`src/rtl/pipelined_adder.sv`:
```
// pipelined_adder: STAGES-deep slice-serial adder/subtractor with valid/ready handshake.
// Define PIPELINED_ADDER_SAT_EN to saturate sum on signed overflow.
module pipelined_adder #(
  parameter int WIDTH  = 32,
  parameter int STAGES = 4
) (
  input  logic             clk,
  input  logic             rst_n,
  input  logic             in_valid,
  output logic             in_ready,
  input  logic [WIDTH-1:0] a,
  input  logic [WIDTH-1:0] b,
  input  logic             cin,
  input  logic             sub,
  output logic             out_valid,
  input  logic             out_ready,
  output logic [WIDTH-1:0] sum,
  output logic             cout,
  output logic             overflow
);
  localparam int SW = WIDTH / STAGES;
  localparam int L  = STAGES - 1;
  localparam int NP = (STAGES > 1) ? STAGES - 1 : 1;
  logic             v_q [STAGES];
  logic             c_q [STAGES];
  logic [WIDTH-1:0] r_q [STAGES];
  logic [WIDTH-1:0] a_q [NP];
  logic [WIDTH-1:0] b_q [NP];
  logic             ov_q;
  logic             v_d [STAGES];
  logic             c_i [STAGES];
  logic             c_d [STAGES];
  logic [WIDTH-1:0] a_d [STAGES];
  logic [WIDTH-1:0] b_d [STAGES];
  logic [WIDTH-1:0] r_i [STAGES];
  logic [WIDTH-1:0] r_d [STAGES];
  logic [WIDTH-1:0] s_d;
  logic             ov_d;
  logic             en;
  always_comb begin
    en     = !(v_q[L] && !out_ready);
    v_d[0] = in_valid;
    a_d[0] = a;
    b_d[0] = sub ? ~b : b;
    c_i[0] = sub | cin;
    r_i[0] = '0;
    for (int k = 1; k < STAGES; k++) begin
      v_d[k] = v_q[k-1];
      a_d[k] = a_q[k-1];
      b_d[k] = b_q[k-1];
      c_i[k] = c_q[k-1];
      r_i[k] = r_q[k-1];
    end
    for (int k = 0; k < STAGES; k++) begin
      r_d[k] = r_i[k];
      {c_d[k], r_d[k][k*SW +: SW]} = {1'b0, a_d[k][k*SW +: SW]} + {1'b0, b_d[k][k*SW +: SW]}
                                     + {{SW{1'b0}}, c_i[k]};
    end
    ov_d = (a_d[L][WIDTH-1] == b_d[L][WIDTH-1]) && (r_d[L][WIDTH-1] != a_d[L][WIDTH-1]);
`ifdef PIPELINED_ADDER_SAT_EN
    s_d = ov_d ? {a_d[L][WIDTH-1], {(WIDTH-1){~a_d[L][WIDTH-1]}}} : r_d[L];
`else
    s_d = r_d[L];
`endif
  end
  // Data registers load only on valid stages so bubbles leave the held result untouched.
  always_ff @(posedge clk or negedge rst_n) begin
    if (!rst_n) begin
      for (int k = 0; k < STAGES; k++) begin
        v_q[k] <= 1'b0;
        c_q[k] <= 1'b0;
        r_q[k] <= '0;
      end
      for (int k = 0; k < NP; k++) begin
        a_q[k] <= '0;
        b_q[k] <= '0;
      end
      ov_q <= 1'b0;
    end else if (en) begin
      for (int k = 0; k < STAGES; k++) begin
        v_q[k] <= v_d[k];
        if (v_d[k]) begin
          c_q[k] <= c_d[k];
          r_q[k] <= (k == L) ? s_d : r_d[k];
        end
      end
      for (int k = 0; k < STAGES - 1; k++) begin
        if (v_d[k]) begin
          a_q[k] <= a_d[k];
          b_q[k] <= b_d[k];
        end
      end
      if (v_d[L]) ov_q <= ov_d;
    end
  end
  always_comb begin
    in_ready  = en;
    out_valid = v_q[L];
    sum       = r_q[L];
    cout      = c_q[L];
    overflow  = ov_q;
  end
endmodule

```
`config.mk`:
```
export PLATFORM = sky130hd
export DESIGN_NAME = pipelined_adder
export DESIGN_NICKNAME = d
export VERILOG_FILES = /design/src/rtl/pipelined_adder.sv
export SDC_FILE = /design/constraint.sdc
export NUM_CORES = 1
export LEC_CHECK = 0
export ABC_AREA = 1
export CORE_UTILIZATION = 60
export DETAILED_ROUTE_END_ITERATION = 10
export GPL_TIMING_DRIVEN = 1
export PLACE_DENSITY = 0.85
export SYNTH_ARGS = -nofsm -noshare
export SYNTH_HDL_FRONTEND = slang
export SYNTH_SLANG_ARGS = --single-unit
```
`constraint.sdc`:
```
create_clock -name clk -period 3.1 [get_ports clk]
set_input_delay 0.62 -clock clk [delete_from_list [all_inputs] [get_ports clk]]
set_output_delay 0.62 -clock clk [all_outputs]
set_load 0.1 [all_outputs]
```
# After elaboration in Yosys (flattened, before gate mapping)
# Cells that the tools add are included.
[totals] reg_bits=281 input_bits=70 out_inout_bits=36 elab_cells=41
[op_classes] n_addsub=8 n_eq_ne=2 n_mux=1 n_bitwise=3 reduce_logical=8
[op_table] op="8-bit by 8-bit adder with 9-bit output" count=4
[op_table] op="9-bit by 1-bit adder with 9-bit output" count=4
[op_table] op="32-bit 2-to-1 mux" count=1
[op_table] op="32-bit inverter" count=1
[op_table] op="2-bit AND reduction" count=4
[op_table] op="1-bit logical AND" count=2
[op_table] op="1-bit logical NOT" count=2
[op_table] op="1-bit == test" count=1
[op_table] op="1-bit inequality test" count=1
[op_table] op="1-bit inverter" count=1
[op_table] op="1-bit OR" count=1

# Longest topological paths before layout
[logic_depth] ltp_word=4 mapped_depth=12 ltp_nobuf=10

# Worst setup path after synthesis
# Ideal clock, no wire load.
[synth_timing] path_kind="in2reg" start="input port sub" end="register r_q (netlist bit r_d[68])" arrival_time_ns=2.319 slack_ns=0.698 stages=11 n_path_buf=2 cell_sequence="buf_2 -> buf_2 -> or2_2 -> fa_1 -> inv_1 -> fa_1 -> inv_1 -> nand3_1 -> nand3_1 -> xnor2_1 -> o21ai_0"
[synth_via] elab_chain_len=3 elab_cells_between_ends=4 classes_between="add/sub (2); mux (1); bitwise (1)"
[synth_rtl] item="start, declared" line="14" source="input logic sub,"
[synth_rtl] item="32-bit 2-to-1 mux" line="44" source="b_d[0] = sub ? ~b : b;"
[synth_rtl] item="8-bit by 8-bit adder with 9-bit output" line="56" source="{c_d[k], r_d[k][k*SW +: SW]} = {1'b0, a_d[k][k*SW +: SW]} + {1'b0, b_d[k][k*SW +: SW]}"
[synth_rtl] item="9-bit by 1-bit adder with 9-bit output (*)" line="57" source="+ {{SW{1'b0}}, c_i[k]};"
[synth_rtl] item="end signal, assigned by index" line="84" source="r_q[k] <= (k == L) ? s_d : r_d[k];"
[synth_rtl] item="end, declared" line="26" source="logic [WIDTH-1:0] r_q [STAGES];"
# Every way passes the cells marked *; elsewhere a longest branch is shown, timed or not.
# A chain may end at the register's enable or synchronous reset.

# Final worst setup path
[layout_timing] start="input port out_ready" end="output port in_ready"
[layout_via] elab_chain_len=3
[layout_rtl] item="start, declared" line="16" source="input logic out_ready,"
[layout_rtl] item="1-bit logical NOT" line="41" source="en = !(v_q[L] && !out_ready);"
[layout_rtl] item="1-bit logical AND" line="41"
[layout_rtl] item="1-bit logical NOT" line="41"
[layout_rtl] item="end, declared" line="10" source="output logic in_ready,"
# Every way passes these cells.

==> results_dict.tcl <==
set metrics [dict create \
    drt_first_pass_iters 5 \
    max_freq_mhz 444.9 \
    portBuffers 105 \
    arrival_ns 1.63 \
    die_h_um 121.7 \
    yosys.area_share.simple_pct 22.73 \
    cts_max_level 4 \
    p_switching_mw 5.001 \
    syn2layout_area_growth_pct 19.16 \
    path_class "input pin to output port" \
    ys_types 26 \
    syn-mean-instance-area_um2 8.645 \
    hpwl_mm 11.98 \
    dpl_cell_area_um2 9661 \
    netlist_area_um2 8593 \
    cts_resized 0 \
    syn_nets 1100 \
    fin_util_pct 73.48 \
    status "complete, no violations" \
    finalWeightedCongestion 0.8526 \
    cp.required_ns 2.48 \
    vias 6628 \
    rsz0062_at_grt "false" \
    yosys_warnings 0 \
    yosysMostFrequentCell "nand2_1" \
    numCtsBuffers 17 \
    fill_cells 1009 \
    ios 106 \
    final_cell_count_no_fill 1281 \
    p_per_area_nw_per_um2 1076 \
    dp_cells 1249 \
    grt_pass1_vias 6119 \
    clock_path_buffers 2 \
    ir_drop_uv 500.7 \
    cts.clk_slew.worst_paths_ns 0.07 \
    cp_max_fo 6 \
    p_comb_share_pct 45.3 \
    synth_compound_area_share_pct 6.771 \
    drv_slew 0 \
    ant_nets 0 \
    power_leakage_nw 5.315 \
    antenna_cells 0 \
    clkPwrFrac_pct 19.2 \
    synth_adder_area_share_pct 5.941 \
    synthTopCellsByArea "dfrtp_1 54%, nand2_1 18%, ha_1 4.1%" \
    synth_largest_area_cell "dfrtp_1" \
    fp-row-count 43 \
    synth_top_family_by_area "simple AND/OR/NAND/NOR gates" \
    synth_ff_type "dfrtp_1" \
    period_needed_ns 2.248 \
    grt_max_degree 84 \
    die_w_um 121.7 \
    drc 0 \
    post-route-period-util_pct 72.51 \
    cts_hold_buf 0 \
    async_flop_share_pct 100.0 \
    avgViaCountPerCell 5.174 \
    synthTopCellsByCount "422 x nand2_1, 185 x dfrtp_1, 82 x inv_1, 59 x o21ai_0" \
    swShare_pct 45.38 \
    yosys_register_bits 185 \
    num-nets-final 1194 \
    synth_cells 994 \
    synth_edf_count 0 \
    initial_core_util_pct 61.67 \
    startpoint_type "input pin" \
    skew_ns 0.008218 \
    tns_ns 0 \
    wirelength_mm 17.34 \
    grt_pass1_wl_mm 29.28 \
    hp-class "input pin to async pin" \
    dieArea_um2 14800 \
    final-setup-viol-count 0 \
    cts_setup_buffers 0 \
    synth_mux_area_share_pct 0 \
    seq_area_frac_synth_pct 53.87 \
    worst_skew_pair.late_latency_ns 0.43 \
    worst_pin_slew_ns 0.7389 \
    drive_above_1_share_pct 8.084 \
    synth_top_area_share_pct 53.87 \
    slew-limit-headroom_pct 50.67 \
    maxCapViolCount 0 \
    track_usage_pct 25.68 \
    antenna_found_initial 0 \
    cts_tree "built" \
    postLayoutCellArea_um2 10240 \
    clock-sinks 185 \
    hold_viol 0 \
    p_int_mw 6.019 \
    synth-xor-area-share_pct 4.383 \
    p_seq_share_pct 35.5 \
    end_kind "output port" \
    drt-wirelength-per-cell_um 13.54 \
    grt_overflow 0 \
    clockRootBuffer "clkbuf_16" \
    design.core.area_um2 13930 \
    drtIter0Drc 512 \
]
-- cell type report --
| cell class | count | area, µm² | share of cell area (%) |
|---|---|---|---|
| multi-input combinational | 682 | 3422 | 33.42 |
| clock inverter | 13 | 146.4 | 1.430 |
| tap | 180 | 225.2 | 2.199 |
| inverter | 87 | 326.6 | 3.189 |
| sequential | 185 | 4629 | 45.21 |
| clock buffer | 19 | 432.9 | 4.228 |
| timing repair buffer | 115 | 1057 | 10.33 |
-- power groups by stage --
stage / clock (mW) / combinational, mW / sequential (mW)
6_report: 2.11 / 5.00 / 3.91
3_5_place_dp: 0 / 4.95 / 3.94
4_1_cts: 2.14 / 5.02 / 3.91
2_1_floorplan: 0 / 2.48 / 5.20
3_3_place_gp: 0 / 4.81 / 3.90
5_1_grt: 2.24 / 5.49 / 4.02
-- through the flow --
step	hold slack (ns)	worst slack [ns]	total power, mW
5_1_grt	0.1815	0.8207	11.75
6_report	0.1503	0.8521	11.02
2_1_floorplan	0.3244	0.6984	7.681
4_1_cts	0.1654	0.8327	11.06
3_5_place_dp	0.4591	0.5236	8.892
3_3_place_gp	0.4541	0.5434	8.714
-- per-layer routing --
| metal | share of wire, % | vias up | wire, µm | global-route usage [%] |
|---|---|---|---|---|
| li1 | - | 3289 | - | - |
| met1 | 45 | 3133 | 7859 | 35.88 |
| met2 | 48 | 179 | 8330 | 40.70 |
| met3 | 4.6 | 27 | 797 | 4.401 |
| met4 | 2.0 | 0 | 352 | 9.259 |
| met5 | 0 | - | 0 | 0 |
-- placed cells by master, fill, tap and decap left out, types with 16 or more instances in the layout --
master | Yosys | routed
ha_1 | 28 | 28
inv_1 | 82 | 82
nand2_1 | 422 | 422
a21oi_1 | 16 | 16
dfrtp_1 | 185 | 185
clkdlybuf4s50_1 | 0 | 67
xnor2_1 | 32 | 32
o21ai_0 | 59 | 59
nand3_1 | 34 | 34
buf_4 | 6 | 44
o21ai_1 | 34 | 34
clkbuf_16 | 0 | 17
-- path summary, 6_finish.rpt --
kind                       cells after the start                start             endpoint  slack (ns)
setup / recovery                               4            out_ready             in_ready        0.85
hold / removal                                 1                rst_n  sum[22]$_DFFE_PN0P_        0.15
setup reg to reg                               6   c_i[1]$_DFFE_PN0P_  r_d[20]$_DFFE_PN0P_        1.04
hold reg to reg                                2  sum[10]$_DFFE_PN0P_  sum[10]$_DFFE_PN0P_        0.47
max in group asynchronous                      2                rst_n  r_d[69]$_DFFE_PN0P_        2.10
min in group clk                               2  sum[10]$_DFFE_PN0P_  sum[10]$_DFFE_PN0P_        0.47
-- registers in the layout (all words and copies together) (netlist names) --
name and cells:
r_d 48, cout 1, sum 32, overflow 1, c_i 3, out_valid 1, b_d 48, v_d 3
a_d 48
-- worst max-delay path: stages --
cell	delay, ns
clkdlybuf4s50_1	0.50
nor2_8	0.21
inv_2	0.11
buf_12	0.18
-- cell families (layout without fill, tap and decap cells) --
logic type	count (synthesis)	after routing
compound gates	114	114
xor+xnor	43	43
flops	185	185
buf+inv	127	234
fa+ha+maj	36	36
simple gates	489	489
(Power assumes the default switching activity.)
